### config.mk
export PLATFORM = sky130hd
export DESIGN_NAME = mem_stage_ls
export DESIGN_NICKNAME = d
export VERILOG_FILES = /design/src/rtl/mem_stage_ls.sv
export SDC_FILE = /design/constraint.sdc
export NUM_CORES = 1
export LEC_CHECK = 0
export CAP_MARGIN = 20
export CORE_MARGIN = 10
export CORE_UTILIZATION = 34
export CTS_BUF_LIST = sky130_fd_sc_hd__clkbuf_8
export DETAILED_ROUTE_END_ITERATION = 16
export PLACE_DENSITY = 0.88
export SLEW_MARGIN = 10
export SYNTH_ARGS = -nofsm -noshare
export SYNTH_HDL_FRONTEND = slang
export SYNTH_SLANG_ARGS = --single-unit
### constraint.sdc
create_clock -name clk -period 2.6 [get_ports clk]
set_clock_uncertainty 0.05 [all_clocks]
set_input_delay 0.52 -clock clk [delete_from_list [all_inputs] [get_ports clk]]
set_output_delay 0.52 -clock clk [all_outputs]
set_load 0.05 [all_outputs]
### src/rtl/mem_stage_ls.sv
// MEM pipeline stage: load/store access to a data RAM over a req/ack handshake,
// with lane alignment, load extension, store byte enables, misalign and timeout detection.
module mem_stage_ls #(
  parameter int DATA_W     = 32,
  parameter int ADDR_W     = 32,
  parameter int REG_ADDR_W = 5,
  parameter int ALUOP_W    = 8,
  parameter int TIMEOUT    = 255
) (
  input  logic                  clk,
  input  logic                  rst,
  input  logic [REG_ADDR_W-1:0] wd_i,
  input  logic                  wreg_i,
  input  logic [DATA_W-1:0]     wdata_i,
  input  logic [ALUOP_W-1:0]    aluop_i,
  input  logic [3:0]            mem_op_i,
  input  logic [ADDR_W-1:0]     mem_addr_i,
  input  logic [DATA_W-1:0]     reg2_i,
  input  logic [ADDR_W-1:0]     pc_i,
  output logic [REG_ADDR_W-1:0] wd_o,
  output logic                  wreg_o,
  output logic [DATA_W-1:0]     wdata_o,
  output logic [ALUOP_W-1:0]    aluop_o,
  output logic [ADDR_W-1:0]     pc_o,
  output logic                  mem_req_o,
  output logic [DATA_W/8-1:0]   mem_we_o,
  output logic [ADDR_W-1:0]     mem_addr_o,
  output logic [DATA_W-1:0]     mem_data_o,
  input  logic [DATA_W-1:0]     mem_rdata_i,
  input  logic                  mem_ack_i,
  output logic                  addr_err_o,
  output logic                  bus_err_o,
  output logic                  stallreq
);

  localparam int LANES = DATA_W / 8;
  localparam int OFF_W = $clog2(LANES);
  localparam int CNT_W = $clog2(TIMEOUT + 1);
  localparam logic [CNT_W-1:0] CNT_LAST = CNT_W'(TIMEOUT - 1);

  localparam logic [3:0] OP_LB  = 4'd1;
  localparam logic [3:0] OP_LBU = 4'd2;
  localparam logic [3:0] OP_LH  = 4'd3;
  localparam logic [3:0] OP_LHU = 4'd4;
  localparam logic [3:0] OP_LW  = 4'd5;
  localparam logic [3:0] OP_SB  = 4'd6;
  localparam logic [3:0] OP_SH  = 4'd7;
  localparam logic [3:0] OP_SW  = 4'd8;

  typedef enum logic [1:0] {
    S_IDLE = 2'd0,
    S_BUSY = 2'd1,
    S_DONE = 2'd2
  } state_t;

  state_t             state_q, state_d;
  logic [CNT_W-1:0]   cnt_q, cnt_d;
  logic [DATA_W-1:0]  ldata_q, ldata_d;
  logic               err_q, err_d;

  logic               is_load, is_store, is_half, is_word, misaligned;
  logic [OFF_W-1:0]   off;
  logic [DATA_W-1:0]  st_data;
  logic [LANES-1:0]   we_mask;

  assign off = mem_addr_i[OFF_W-1:0];

  // Shift the addressed lane down to bit 0, then extend to the full register width.
  function automatic logic [DATA_W-1:0] load_extend(input logic [3:0]        op,
                                                    input logic [DATA_W-1:0] rd,
                                                    input logic [OFF_W-1:0]  o);
    logic [DATA_W-1:0]  sh;
    logic signed [7:0]  b;
    logic signed [15:0] h;
    sh = rd >> {o, 3'b000};
    b  = $signed(sh[7:0]);
    h  = $signed(sh[15:0]);
    case (op)
      OP_LB:   return {{(DATA_W-8){b[7]}}, b};
      OP_LBU:  return {{(DATA_W-8){1'b0}}, sh[7:0]};
      OP_LH:   return {{(DATA_W-16){h[15]}}, h};
      OP_LHU:  return {{(DATA_W-16){1'b0}}, sh[15:0]};
      default: return sh;
    endcase
  endfunction

  always_comb begin
    is_load    = mem_op_i inside {OP_LB, OP_LBU, OP_LH, OP_LHU, OP_LW};
    is_store   = mem_op_i inside {OP_SB, OP_SH, OP_SW};
    is_half    = mem_op_i inside {OP_LH, OP_LHU, OP_SH};
    is_word    = mem_op_i inside {OP_LW, OP_SW};
    misaligned = (is_half && mem_addr_i[0]) || (is_word && (off != '0));
  end

  always_comb begin
    st_data = reg2_i;
    we_mask = '0;
    for (int k = 0; k < LANES; k++) begin
      if (mem_op_i == OP_SB) st_data[8*k +: 8] = reg2_i[7:0];
      if (mem_op_i == OP_SH) st_data[8*k +: 8] = reg2_i[8*(k%2) +: 8];
    end
    case (mem_op_i)
      OP_SB:   we_mask = LANES'(1) << off;
      OP_SH:   we_mask = LANES'(3) << off;
      OP_SW:   we_mask = '1;
      default: we_mask = '0;
    endcase
  end

  always_comb begin
    state_d   = state_q;
    cnt_d     = cnt_q;
    ldata_d   = ldata_q;
    err_d     = err_q;
    stallreq  = 1'b0;
    mem_req_o = 1'b0;
    bus_err_o = 1'b0;
    case (state_q)
      S_IDLE: begin
        cnt_d = '0;
        err_d = 1'b0;
        if ((is_load || is_store) && !misaligned) begin
          stallreq = 1'b1;
          state_d  = S_BUSY;
        end
      end
      S_BUSY: begin
        stallreq  = 1'b1;
        mem_req_o = 1'b1;
        cnt_d     = cnt_q + 1'b1;
        if (mem_ack_i) begin
          ldata_d = load_extend(mem_op_i, mem_rdata_i, off);
          state_d = S_DONE;
        end else if (cnt_q == CNT_LAST) begin
          bus_err_o = 1'b1;
          err_d     = 1'b1;
          state_d   = S_DONE;
        end
      end
      S_DONE:  state_d = S_IDLE;
      default: state_d = S_IDLE;
    endcase
  end

  always_ff @(posedge clk) begin
    if (rst) begin
      state_q <= S_IDLE;
      cnt_q   <= '0;
      ldata_q <= '0;
      err_q   <= 1'b0;
    end else begin
      state_q <= state_d;
      cnt_q   <= cnt_d;
      ldata_q <= ldata_d;
      err_q   <= err_d;
    end
  end

  // RAM-side signals only carry the access while it is outstanding.
  always_comb begin
    mem_addr_o = '0;
    mem_we_o   = '0;
    mem_data_o = '0;
    if (state_q == S_BUSY) begin
      mem_addr_o = {mem_addr_i[ADDR_W-1:OFF_W], {OFF_W{1'b0}}};
      if (is_store) begin
        mem_we_o   = we_mask;
        mem_data_o = st_data;
      end
    end
  end

  assign addr_err_o = misaligned;
  assign pc_o       = pc_i;

  always_comb begin
    wd_o    = '0;
    wreg_o  = 1'b0;
    wdata_o = '0;
    aluop_o = '0;
    if (!rst) begin
      wd_o    = wd_i;
      aluop_o = aluop_i;
      wreg_o  = wreg_i && !misaligned && !((state_q == S_DONE) && err_q);
      wdata_o = ((state_q == S_DONE) && is_load) ? ldata_q : wdata_i;
    end
  end

endmodule

; ---- Word level (Yosys, flattened, before mapping)
; Cells that the tools add are included.
; W data, S select, Z words.
[totals]
inputBits = 181
elab_cells = 76
output_inout_bits = 150
register_bits = 43
[classes]
addsub = 1
reduce_logical = 21
n_mux = 32
eq_ne = 15
shifts = 3
[op_table]
columns = operator, count
row1 = $mux W32, 5
row2 = $pmux W32 S4, 1
row3 = $mux W8, 7
row4 = $shr A32 B5 Y32, 1
row5 = $eq A4 B3 Y1 const B, 4
row6 = $pmux W8 S2, 1
row7 = $pmux W4 S3, 1
row8 = $add A8 B1 Y8 const B, 1
row9 = $eq A4 B2 Y1 const B, 2
row10 = $eq A8 B8 Y1 const B, 1
row11 = $mux W1, 8
row12 = $mux W4, 2
row13 = $logic_and A1 B1 Y1, 7
row14 = $mux W2, 3
row15 = $ne A2 B2 Y1 const B, 3
row16 = $reduce_bool A2 Y1, 3
row17 = $reduce_bool A3 Y1, 2
row18 = $mux W5, 1
row19 = $reduce_bool A5 Y1, 1
row20 = $eq A4 B1 Y1 const B, 1
row21 = $eq A4 B4 Y1 const B, 1
row22 = $pmux W1 S2, 2
row23 = $pmux W2 S2, 1
row24 = $reduce_and A2 Y1, 2
row25 = 9 further kinds, 11

; ---- Longest topological paths before layout
[logic_depth]
ltp_word = 8
ltp_mapped = 8
mapped_depth_nobuf = 6

; ---- Least setup slack after synthesis
; No wires, ideal clock.
[synth_path]
path_type = input-to-output
start = input port mem_addr_i[0]
end = output port wreg_o
cell_stages = 6
t_arrival_ns = 3.377
path_buffers = 3
slack_ns = -1.347
path_cell_list = buf_2 buf_2 buf_4 nand4_1 nand3_1 nor4b_1
[synth_between]
elab_chain_cells = 7
word_cells_on_any_way = 8
classes_between = mux (1) / reduce/logical (7)
[synth_lines]
columns = item, line
row1 = start: declaration, 17  ; input logic [ADDR_W-1:0] mem_addr_i,
row2 = $reduce_bool A2 Y1, 92  ; misaligned = (is_half && mem_addr_i[0]) || (is_word && (off != '0));
row3 = $logic_and A1 B1 Y1, 92
row4 = $logic_or A1 B1 Y1 (*), 92
row5 = via addr_err_o, 31  ; output logic addr_err_o,
row6 = $logic_not A1 Y1 (*), 184  ; wreg_o = wreg_i && !misaligned && !((state_q == S_DONE) && err_q);
row7 = $logic_and A1 B1 Y1 (*) (2 in a row), 184
row8 = $mux W1 (*), 181  ; if (!rst) begin
row9 = end: declaration, 21  ; output logic wreg_o,
; The timed path passes the listed nets; every way through them passes the cells marked *.

; ---- Final worst setup path
[layout_path]
start = input port mem_addr_i[1]
end = output port wreg_o
[layout_between]
elab_chain_cells = 7
[layout_lines]
columns = item, line
row1 = $reduce_bool A2 Y1, 92
row2 = $logic_and A1 B1 Y1, 92
row3 = $logic_or A1 B1 Y1, 92
row4 = $logic_not A1 Y1, 184
row5 = $logic_and A1 B1 Y1 (2 in a row), 184
row6 = $mux W1, 181
; Every way passes these cells.

==> impl_results.md <==
- H-tree depth: 2
- Top cell type's share of synthesized area: 21.67%
- Top-count cell post-synth: nand2_1
- Fmax: 386.8 MHz
- Finish-stage setup viols: 0
- Yosys warns: 0
- Hold Vio Cnt, Final: 0
- # nets final: 1005
- CP startpoint kind: input port
- DRC Markers: 0
- Clock sink count: 43
- Die outline width: 128.1 um
- Iter 0 DRT Violations: 398
- Seq/Total Area, Yosys: 21.67%
- Placed Instance Area: 7850 um^2
- Antenna violations before repair: 0
- Final period util: 99.43%
- Mean area per synthesized cell: 6.921 um^2
- Cells after DPL: 951
- Detailed placer's ending HPWL: 15.48 mm
- Core Footprint: 11420 um^2
- Maximum vdd drop: 276.2 uV
- Register area: 862.1 um^2
- Design area: 8055 um^2
- Commonest cells post-synth: nand2_1, a21oi_1, nor2_1
- Final wirelength: 19.08 mm
- WS Path Type: input port to primary output
- Non-filler instance count after layout: 966
- Area contributors post-synth: dfxtp_1, a21oi_1, nand2_1, buf_4, and2_1
- Hold Path Class: flop to flop
- DRT Pass-1 Iters: 5
- Post-synth ARST share: 0%
- # IOs: 331
- # rows: 39
- Power per Cell Area: 313.4 nW/um^2
- Bufs on Longest Clock Path: 2
- Syn Inst Count: 574
- Slew Viols, Final: 0
- CTS root buf: clkbuf_8
- Top_reg_cell synth: dfxtp_1
- Maxcap violations: 0
- Number of fill cells in the layout: 798
- Lkg Pwr: 3.161 nW
- N_diodes: 0
- Clk slew on worst S/H paths: 0.08 ns
- Critical Path End Type: primary output
- Final hold slack: 0.4073 ns
- Required time of the critical path: 2.03 ns
- Grt ovf: 0
- CTS tree: built
- DIE AREA: 16410 um^2
- Slew HR: 60.79%
- First-pass GRT wire length: 28.46 mm
- Largest net degree at the start of global routing: 34
- Largest area contributor in the synthesized netlist: dfxtp_1
- Starting density of the core: 34.79%
- Min Tclk post-route: 2.585 ns
- Die H: 128.1 um
- Post-synth cell types: 48
- DRT antenna net count: 0
- CP arrival: 2.02 ns
- Largest fanout on the critical path: 4
- Post-layout util: 70.55%
- Number of synthesized flops with an enable pin: 0
- Setup TNS: 0 ns
- CTS Buf Count: 5
- WL/cell: 19.75 um
- I/O Buffers: 264
- Aggregate global-route resource usage: 21.18%
- Layout cells sized above 1: 35.36%
- Run status: completed
- Via/cell ratio: 5.330
- Cell Area, Synth: 3973 um^2
- Synthesized flop and latch total: 43
- Least-Margin Pin Slew: 0.5869 ns
- Vias in the first global route: 5250
- Vias: 5149
- Worst-skew pair later-pin latency: 0.30 ns
- Area of the multi-input gates: 3162 um^2
- GPL Wtd Cong: 0.9213
- Layout area overhead: 102.8%
where the power goes:
group | total (mW) | internal (mW) | switching (mW)
logic | 1.38 | 0.631 | 0.749
registers | 0.723 | 0.696 | 0.0266
clock network | 0.421 | 0.184 | 0.237
total | 2.52 | 1.51 | 1.01
per-layer routing:
| metal | vias to the layer above | share of wire [%] | global-route usage [%] |
|---|---|---|---|
| li1 | 2420 | - | - |
| met1 | 2399 | 36 | 22.84 |
| met2 | 285 | 53 | 38.97 |
| met3 | 45 | 8.4 | 5.624 |
| met4 | 0 | 2.8 | 6.887 |
| met5 | - | 0 | 0 |
area by class of cell:
type                            instances  area share (%)
Clock inverter                          3          0.2019
Tap cell                              143           2.221
Clock buffer                            5          0.8543
Inverter                                5          0.2330
Timing Repair Buffer                  322           46.54
Multi-Input combinational cell        445           39.25
Sequential cell                        43           10.70
state kept, by name, indices dropped and copies added (netlist names):
name / count
cnt_q: 8
ldata_q: 32
err_q: 1
state_q: 2
layout by cell type, fill, tap and decap left out, drive strengths merged, types with 2 or more instances in the layout:
master	n
ha	2
mux2	9
a211oi	24
o211ai	7
clkdlybuf4s50	141
and3b	2
dfxtp	43
nand3	3
conb	2
or2	2
nand4	3
clkbuf	7
o2bb2ai	8
nand2b	4
nand2	117
nor2	44
xor2	5
and2	39
dlygate4sd2	2
xnor2	3
inv	6
nor3	11
a21oi	90
buf	177
o21ai	4
mux2i	24
or3	7
nand3b	3
nor2b	16
a31oi	3
final timing paths:
path,slack (ns),cells after the start,to,startpoint
worst min-delay path,0.41,2,ldata_q[7],ldata_q[7]
worst max register to register,0.75,6,ldata_q[20],state_q[1]
worst max-delay path,0.01,7,wreg_o,mem_addr_i[1]
worst min register to register,0.41,2,ldata_q[7],ldata_q[7]
what timing repair did:
action,4_1_cts,5_1_grt
gates resized for setup,28,10
hold buffers,0,0
setup buffers,1,5
cloned,1,0
endpoints found under the setup margin,71,59
pin swaps,8,9
cell families (layout without fill, tap and decap cells):
| family | after synthesis | in the layout | share of synthesized area (%) |
|---|---|---|---|
| compound gates | 143 | 143 | 24.16 |
| xor+xnor | 8 | 8 | 1.764 |
| fa+ha+maj | 2 | 2 | 0.6298 |
| buf+inv | 87 | 335 | 12.13 |
| flops | 43 | 43 | 21.67 |
| mux | 34 | 34 | 9.165 |
| other cells | 1 | 2 | 0.09440 |
| simple gates | 256 | 256 | 30.39 |
critical path, stage by stage:
cell	delay, ns
dlygate4sd2_1	0.27
buf_4	0.15
or2_2	0.31
nand3_2	0.12
nand3_4	0.13
nor4b_4	0.33
buf_12	0.18
through the flow:
stage | setup WS [ns] | power, mW
4_1_cts | 0.004283 | 2.517
3_3_place_gp | -0.2858 | 2.076
6_report | 0.01485 | 2.524
5_1_grt | -0.02018 | 2.631
3_5_place_dp | -0.3048 | 2.101
2_1_floorplan | -0.1971 | 1.580
Note: power is estimated with default switching activity, not from simulation.
